--- config.mk ---
export PLATFORM = sky130hd
export DESIGN_NAME = mips_mc_control
export DESIGN_NICKNAME = d
export VERILOG_FILES = /design/src/rtl/mips_mc_control.sv
export SDC_FILE = /design/constraint.sdc
export NUM_CORES = 1
export LEC_CHECK = 0
export CAP_MARGIN = 40
export CORE_ASPECT_RATIO = 2
export CORE_MARGIN = 5
export CORE_UTILIZATION = 39
export DETAILED_ROUTE_END_ITERATION = 7
export PLACE_DENSITY_LB_ADDON = 0.25
export REMOVE_ABC_BUFFERS = 1
export SLEW_MARGIN = 5
export SYNTH_ARGS = -nofsm -noshare
export SYNTH_HDL_FRONTEND = slang
export SYNTH_SLANG_ARGS = --single-unit
--- constraint.sdc ---
create_clock -name clk -period 2.8 [get_ports clk]
set_input_delay 0.28 -clock clk [delete_from_list [all_inputs] [get_ports clk]]
set_output_delay 0.28 -clock clk [all_outputs]
set_load 0.1 [all_outputs]
--- src/rtl/mips_mc_control.sv ---
// Multi-cycle MIPS control unit: Moore FSM stepping each instruction through
// fetch/decode/execute/memory/writeback, with memory-ready stalls, an
// illegal-opcode pulse and a retired-instruction counter.
module mips_mc_control #(
  parameter int unsigned CNT_W = 32
) (
  input  logic             clk,
  input  logic             reset,
  input  logic [5:0]       opcode,
  input  logic             zero,
  input  logic             mem_ready,
  output logic             memread,
  output logic             memwrite,
  output logic             iord,
  output logic             irwrite,
  output logic             memtoreg,
  output logic             regdst,
  output logic             regwrite,
  output logic             alusrca,
  output logic [1:0]       alusrcb,
  output logic [1:0]       aluop,
  output logic [1:0]       pcsource,
  output logic             pc_en,
  output logic             illegal,
  output logic [3:0]       state,
  output logic [CNT_W-1:0] instr_count
);

  typedef enum logic [3:0] {
    S_IDLE   = 4'd0,
    S_FETCH  = 4'd1,
    S_DECODE = 4'd2,
    S_MEMADR = 4'd3,
    S_MEMRD  = 4'd4,
    S_MEMWB  = 4'd5,
    S_MEMWR  = 4'd6,
    S_EXEC   = 4'd7,
    S_ALUWB  = 4'd8,
    S_BRANCH = 4'd9,
    S_ADDIEX = 4'd10,
    S_ADDIWB = 4'd11,
    S_JUMP   = 4'd12
  } state_t;

  localparam logic [5:0] OP_RTYPE = 6'b000000;
  localparam logic [5:0] OP_LW    = 6'b100011;
  localparam logic [5:0] OP_SW    = 6'b101011;
  localparam logic [5:0] OP_BEQ   = 6'b000100;
  localparam logic [5:0] OP_ADDI  = 6'b001000;
  localparam logic [5:0] OP_J     = 6'b000010;

  state_t cur_state;
  state_t next_state;
  logic   retire;

  assign state = cur_state;

  // State register; reset returns to IDLE without waiting for a clock edge.
  always_ff @(posedge clk or negedge reset) begin
    if (!reset) begin
      cur_state <= S_IDLE;
    end else begin
      cur_state <= next_state;
    end
  end

  // Retired-instruction counter, bumped on every completing return to FETCH.
  always_ff @(posedge clk or negedge reset) begin
    if (!reset) begin
      instr_count <= '0;
    end else if (retire) begin
      instr_count <= instr_count + 1'b1;
    end
  end

  // Next-state and Moore outputs (FETCH/BRANCH also qualify on mem_ready/zero).
  always_comb begin
    next_state = S_FETCH;
    retire     = 1'b0;
    memread    = 1'b0;
    memwrite   = 1'b0;
    iord       = 1'b0;
    irwrite    = 1'b0;
    memtoreg   = 1'b0;
    regdst     = 1'b0;
    regwrite   = 1'b0;
    alusrca    = 1'b0;
    alusrcb    = 2'b00;
    aluop      = 2'b00;
    pcsource   = 2'b00;
    pc_en      = 1'b0;
    illegal    = 1'b0;
    case (cur_state)
      S_IDLE: next_state = S_FETCH;
      S_FETCH: begin
        memread    = 1'b1;
        alusrcb    = 2'b01;
        irwrite    = mem_ready;
        pc_en      = mem_ready;
        next_state = mem_ready ? S_DECODE : S_FETCH;
      end
      S_DECODE: begin
        alusrcb = 2'b11;
        case (opcode)
          OP_RTYPE:     next_state = S_EXEC;
          OP_LW, OP_SW: next_state = S_MEMADR;
          OP_BEQ:       next_state = S_BRANCH;
          OP_ADDI:      next_state = S_ADDIEX;
          OP_J:         next_state = S_JUMP;
          default: begin
            next_state = S_FETCH;
            illegal    = 1'b1;
          end
        endcase
      end
      S_MEMADR: begin
        alusrca    = 1'b1;
        alusrcb    = 2'b10;
        next_state = (opcode == OP_SW) ? S_MEMWR : S_MEMRD;
      end
      S_MEMRD: begin
        memread    = 1'b1;
        iord       = 1'b1;
        next_state = mem_ready ? S_MEMWB : S_MEMRD;
      end
      S_MEMWB: begin
        regwrite = 1'b1;
        memtoreg = 1'b1;
        retire   = 1'b1;
      end
      S_MEMWR: begin
        memwrite   = 1'b1;
        iord       = 1'b1;
        retire     = mem_ready;
        next_state = mem_ready ? S_FETCH : S_MEMWR;
      end
      S_EXEC: begin
        alusrca    = 1'b1;
        aluop      = 2'b10;
        next_state = S_ALUWB;
      end
      S_ALUWB: begin
        regwrite = 1'b1;
        regdst   = 1'b1;
        retire   = 1'b1;
      end
      S_BRANCH: begin
        alusrca  = 1'b1;
        aluop    = 2'b01;
        pcsource = 2'b01;
        pc_en    = zero;
        retire   = 1'b1;
      end
      S_ADDIEX: begin
        alusrca    = 1'b1;
        alusrcb    = 2'b10;
        next_state = S_ADDIWB;
      end
      S_ADDIWB: begin
        regwrite = 1'b1;
        retire   = 1'b1;
      end
      S_JUMP: begin
        pcsource = 2'b10;
        pc_en    = 1'b1;
        retire   = 1'b1;
      end
      default: next_state = S_FETCH;
    endcase
  end

endmodule

Yosys cells after proc, flatten, opt, wreduce, memory -nomap -nowiden. Cells that the tools add are included. W data, S select, Z words.

Register bits after elaboration: 36. Bits of input ports: 10. Output and inout port bits: 52. Word-level logic and storage cells: 50.

Add/sub/neg operators: 1. Equal/unequal tests: 17. Multiplexer cells: 21. Reductions and logical operators: 9.

Operators by type and width (count): $add A32 B1 Y32 const B (1); $pmux W4 S7 (1); $eq A4 B4 Y1 const B (5); $pmux W4 S5 (1); $eq A4 B3 Y1 const B (4); $eq A6 B6 Y1 const B (2); $mux W1 (11); $eq A4 B2 Y1 const B (2); $pmux W2 S2 (2); $reduce_or A2 Y1 (4); $eq A6 B2 Y1 const B (1); $eq A6 B3 Y1 const B (1); $eq A6 B4 Y1 const B (1); $logic_not A6 Y1 (1); $pmux W2 S3 (1); $reduce_or A6 Y1 (1); $reduce_or A5 Y1 (1); $eq A4 B1 Y1 const B (1); $mux W2 (2); $reduce_or A4 Y1 (1); $mux W3 (1); $pmux W1 S3 (1); $reduce_or A3 Y1 (1); $pmux W1 S2 (1).

Depth between registers and ports, before layout.
Depth in word-level cells: 4. Mapped depth: 9. Depth with buffers taken out: 7.

Least setup slack after synthesis. No wires, ideal clock.

Path kind: register to register. Start: register cur_state[0], in the netlist state[0]. End: register instr_count[12]. Setup time: 0.162 ns. Data arrival time: 5.395 ns. Data required time: 2.638 ns. Setup slack: -2.757 ns. Cell stages (with the launch flop): 8. Path buffers: 2. Clock period less this slack: 5.557 ns. Cell sequence: dfrtp_1 buf_2 nor4bb_1 a221oi_1 a211o_1 buf_2 nor3_1 xor2_1.

Longest elaborated chain between the ends: 3. Elaborated cells on any way between the ends: 8. Those cells by class: eq/ne: 6; mux: 1; reduce/logical: 1.

RTL lines: start: declaration (line 52) `state_t cur_state;`; start signal: assignment (line 63) `cur_state <= next_state;`; $eq A4 B4 Y1 / $eq A4 B3 Y1 (equally long branches) (line 93) `case (cur_state)`; $reduce_or A5 Y1 (no source line); $pmux W1 S2 (*) (line 93); end signal: assignment (line 72) `instr_count <= instr_count + 1'b1;`; end: declaration (line 26) `output logic [CNT_W-1:0] instr_count`.

Mark *: on every way between the ends. The rest lies on a longest branch, timed or not. A chain may end at the register's enable or synchronous reset.

Worst setup path in the final report.
Start: register cur_state[0], in the netlist state[0]. End: output illegal.

Longest elaborated chain between the ends: 2.

RTL lines: $eq A4 B2 Y1 (line 93); $mux W1 (line 93); end: declaration (line 24) `output logic illegal,`.

Every way passes these cells.

==> impl_metrics.csv <==
group,metric,value,unit
clock_tree,ctsResizeCount,0,
route,wire_per_inst,14.8,um
clock_tree,clk_pin_slew,0.08,ns
synth,yosysWarnings,0,
sta,min_period,2.39,ns
sta,relSlewSlack,47.7,%
sta,finalMaxSlewViolations,0,
route,wirelength,4.98,mm
grt,antenna_found_initial,0,
synth,avgSynthCellArea,9.44,um2
route,via_count,1769,
synth,synth_edf_count,0,
die,die_x,61.0,um
route,drt-met1-wl,1.72,mm
placed_design,post-place-ws,0.454,ns
setup_path,timing.critical_path.max_delay_family,"simple AND/OR/NAND/NOR gates",
power_and_ir_drop,p_leak,1.09,nW
die,dieArea,6830,um2
synth,syn_area,2030,um2
sta,final_hold_viol_count,0,
sta,fin_ws,0.414,ns
clock_tree,cts_htree_levels,2,
die,start_util,39.9,%
die,row_count,37,
placed_design,dp_hpwl,3.90,mm
status,status,"complete, no violations",
setup_path,worstSetupStartpointType,"flop",
cells_and_area,layout-drive-gt1-share,28.3,%
clock_tree,cts_sinks,36,
setup_path,critical_path_required,2.52,ns
setup_path,path_cells,"buf_4 > inv_1 > nand2_1 > or4_1 > nor2_1 > buf_12",
power_and_ir_drop,ir_drop,1.12,mV
cells_and_area,antenna_cells,0,
synth,async_flop_share,100,%
route,dr_wl_met2,2.84,mm
route,met3WireLength,288,um
route,drc,0,
synth,synthCells,215,
synth,ys_types,42,
sta,finalCritPeriodShare,85.2,%
synth,yosys_register_bits,36,
grt,gr-total-overflow,0,
route,drt_iter0_drc,42,
clock_tree,holdBufCountCts,0,
worst_hold_path,hold_class,"input port to async pin",
synth,ys.flop_type,"dfrtp_1",
power_and_ir_drop,power.total,3.03,mW
setup_path,slowest_delay,0.49,ns
grt,grt_pass1_wl,8.41,mm
clock_tree,clk-insertion-delay-late,0.29,ns
die,coreArea,5090,um2
sta,clock.fmax,0.419,GHz
setup_path,path_class,"flop to output port",
placed_design,gp_congestion,0.903,
sta,rsz0062_at_grt,"no",
clock_tree,cts_tree,"built",
job,maxCapViolCount,0,
cells_and_area,nets,289,
cells_and_area,area_delta_synth_final,33.7,%
setup_path,worstPathArrival,2.11,ns
route,drtPass1Iterations,4,
grt,grt_start_max_net_pins,37,
sta,finalSetupTns,0,ns
sta,setup_viol,0,
grt,grt_pass1_vias,1810,
clock_tree,cts_buffers,5,
synth,ys_seq_area_share,44.4,%
clock_tree,cts_setup_buffers,0,
grt,gr-usage-all-layers,15.9,%
die,die_height,112,um
power_and_ir_drop,power_density,1120,nW/um2
die,io_pins,62,
setup_path,path_buf_inv,3,
clock_tree,clk_path_buf_depth,2,
placed_design,numPortBuffers,61,
setup_path,path_max_fanout,11,
setup_path,end_kind,"output port",
route,ant_nets,0,
route,highest_layer,"met4",
route,avgViaCountPerCell,5.25,
clock_tree,cts_root_buf,"clkbuf_8",
sta,skew,0.00850,ns
setup_path,slowest_stage,"dfrtp_1",
sta,tightest_slew,0.785,ns
[cells in the mapped netlist, drive strengths merged (2+ instances only)]
library cell	instances	area, um2
inv	13	48.8
buf	5	30.0
dfrtp	36	901
nor3	19	130
nor4	8	56.3
a21oi	7	35.0
nor2	16	60.1
nand2	21	78.8
xor2	22	193
or4	4	30.0
or3	2	17.5
nor2b	4	25.0
nor3b	3	32.5
and3	4	25.0
clkbuf	4	15.0
xnor2	12	105
nand2b	3	18.8
o21ai	7	35.0
nand3	7	35.0
a211o	2	17.5
[flip-flops by register name, summed over array words and instances (netlist names)]
| name | cells |
|---|---|
| instr_count | 32 |
| state | 4 |
[placed cells by master, fill, tap and decap left out, drive strengths merged, types with 8 or more instances in the layout]
cell	n
buf	57
dfrtp	36
xor2	22
nand2	21
nor3	19
nor2	16
inv	13
xnor2	12
clkdlybuf4s50	8
nor4	8
[report_power, final]
| group | leakage [nW] | internal, mW | switching (mW) | total [mW] |
|---|---|---|---|---|
| combinational | 0.632 | 0.407 | 1.40 | 1.81 |
| clock | 0.0645 | 0.314 | 0.187 | 0.501 |
| sequential | 0.395 | 0.596 | 0.126 | 0.722 |
| total | 1.09 | 1.32 | 1.71 | 3.03 |
[through the flow]
| stage | util (%) | cell area [um2] | hold slack (ns) | cells |
|---|---|---|---|---|
| final | 53.3 | 2710 | 0.0672 | 337 |
| after detailed placement | 50.8 | 2590 | 0.419 | 329 |
| after floorplan | - | 1980 | -0.0156 | 206 |
| after CTS | 53.3 | 2710 | 0.102 | 337 |
| after global placement | 50.8 | 2590 | 0.416 | 329 |
| after global routing | 53.3 | 2710 | 0.139 | 337 |
[cell families after synthesis]
family	synth area share (%)
compound gates	7.40
xor+xnor	14.7
fa+ha+maj	0.616
buf+inv	4.62
flops	44.4
mux	0.555
simple gates	27.7
[final timing paths]
path,depth (start not counted),end,slack [ns],from
max,6,illegal,0.41,state[0]
min,1,instr_count[26],0.07,reset
max reg2reg,5,instr_count[20],0.46,state[2]
min reg2reg,1,instr_count[31],0.48,instr_count[31]
max in group asynchronous,1,instr_count[2],2.23,reset
min in group clk,1,instr_count[31],0.48,instr_count[31]
[layer usage]
metal / global-route usage [%] / up-vias
li1: - / 860
met1: 16.4 / 848
met2: 29.2 / 50
met3: 3.45 / 11
met4: 6.22 / 0
met5: 0 / -
[final cells by class]
type | instances | area (um2)
multi-input combinational | 157 | 1030
timing repair buffer | 65 | 531
sequential | 36 | 901
fill | 513 | 2380
tap | 58 | 72.6
clock buffer | 7 | 96.3
inverter | 13 | 48.8
clock inverter | 1 | 30.0
(Power assumes the default switching activity.)
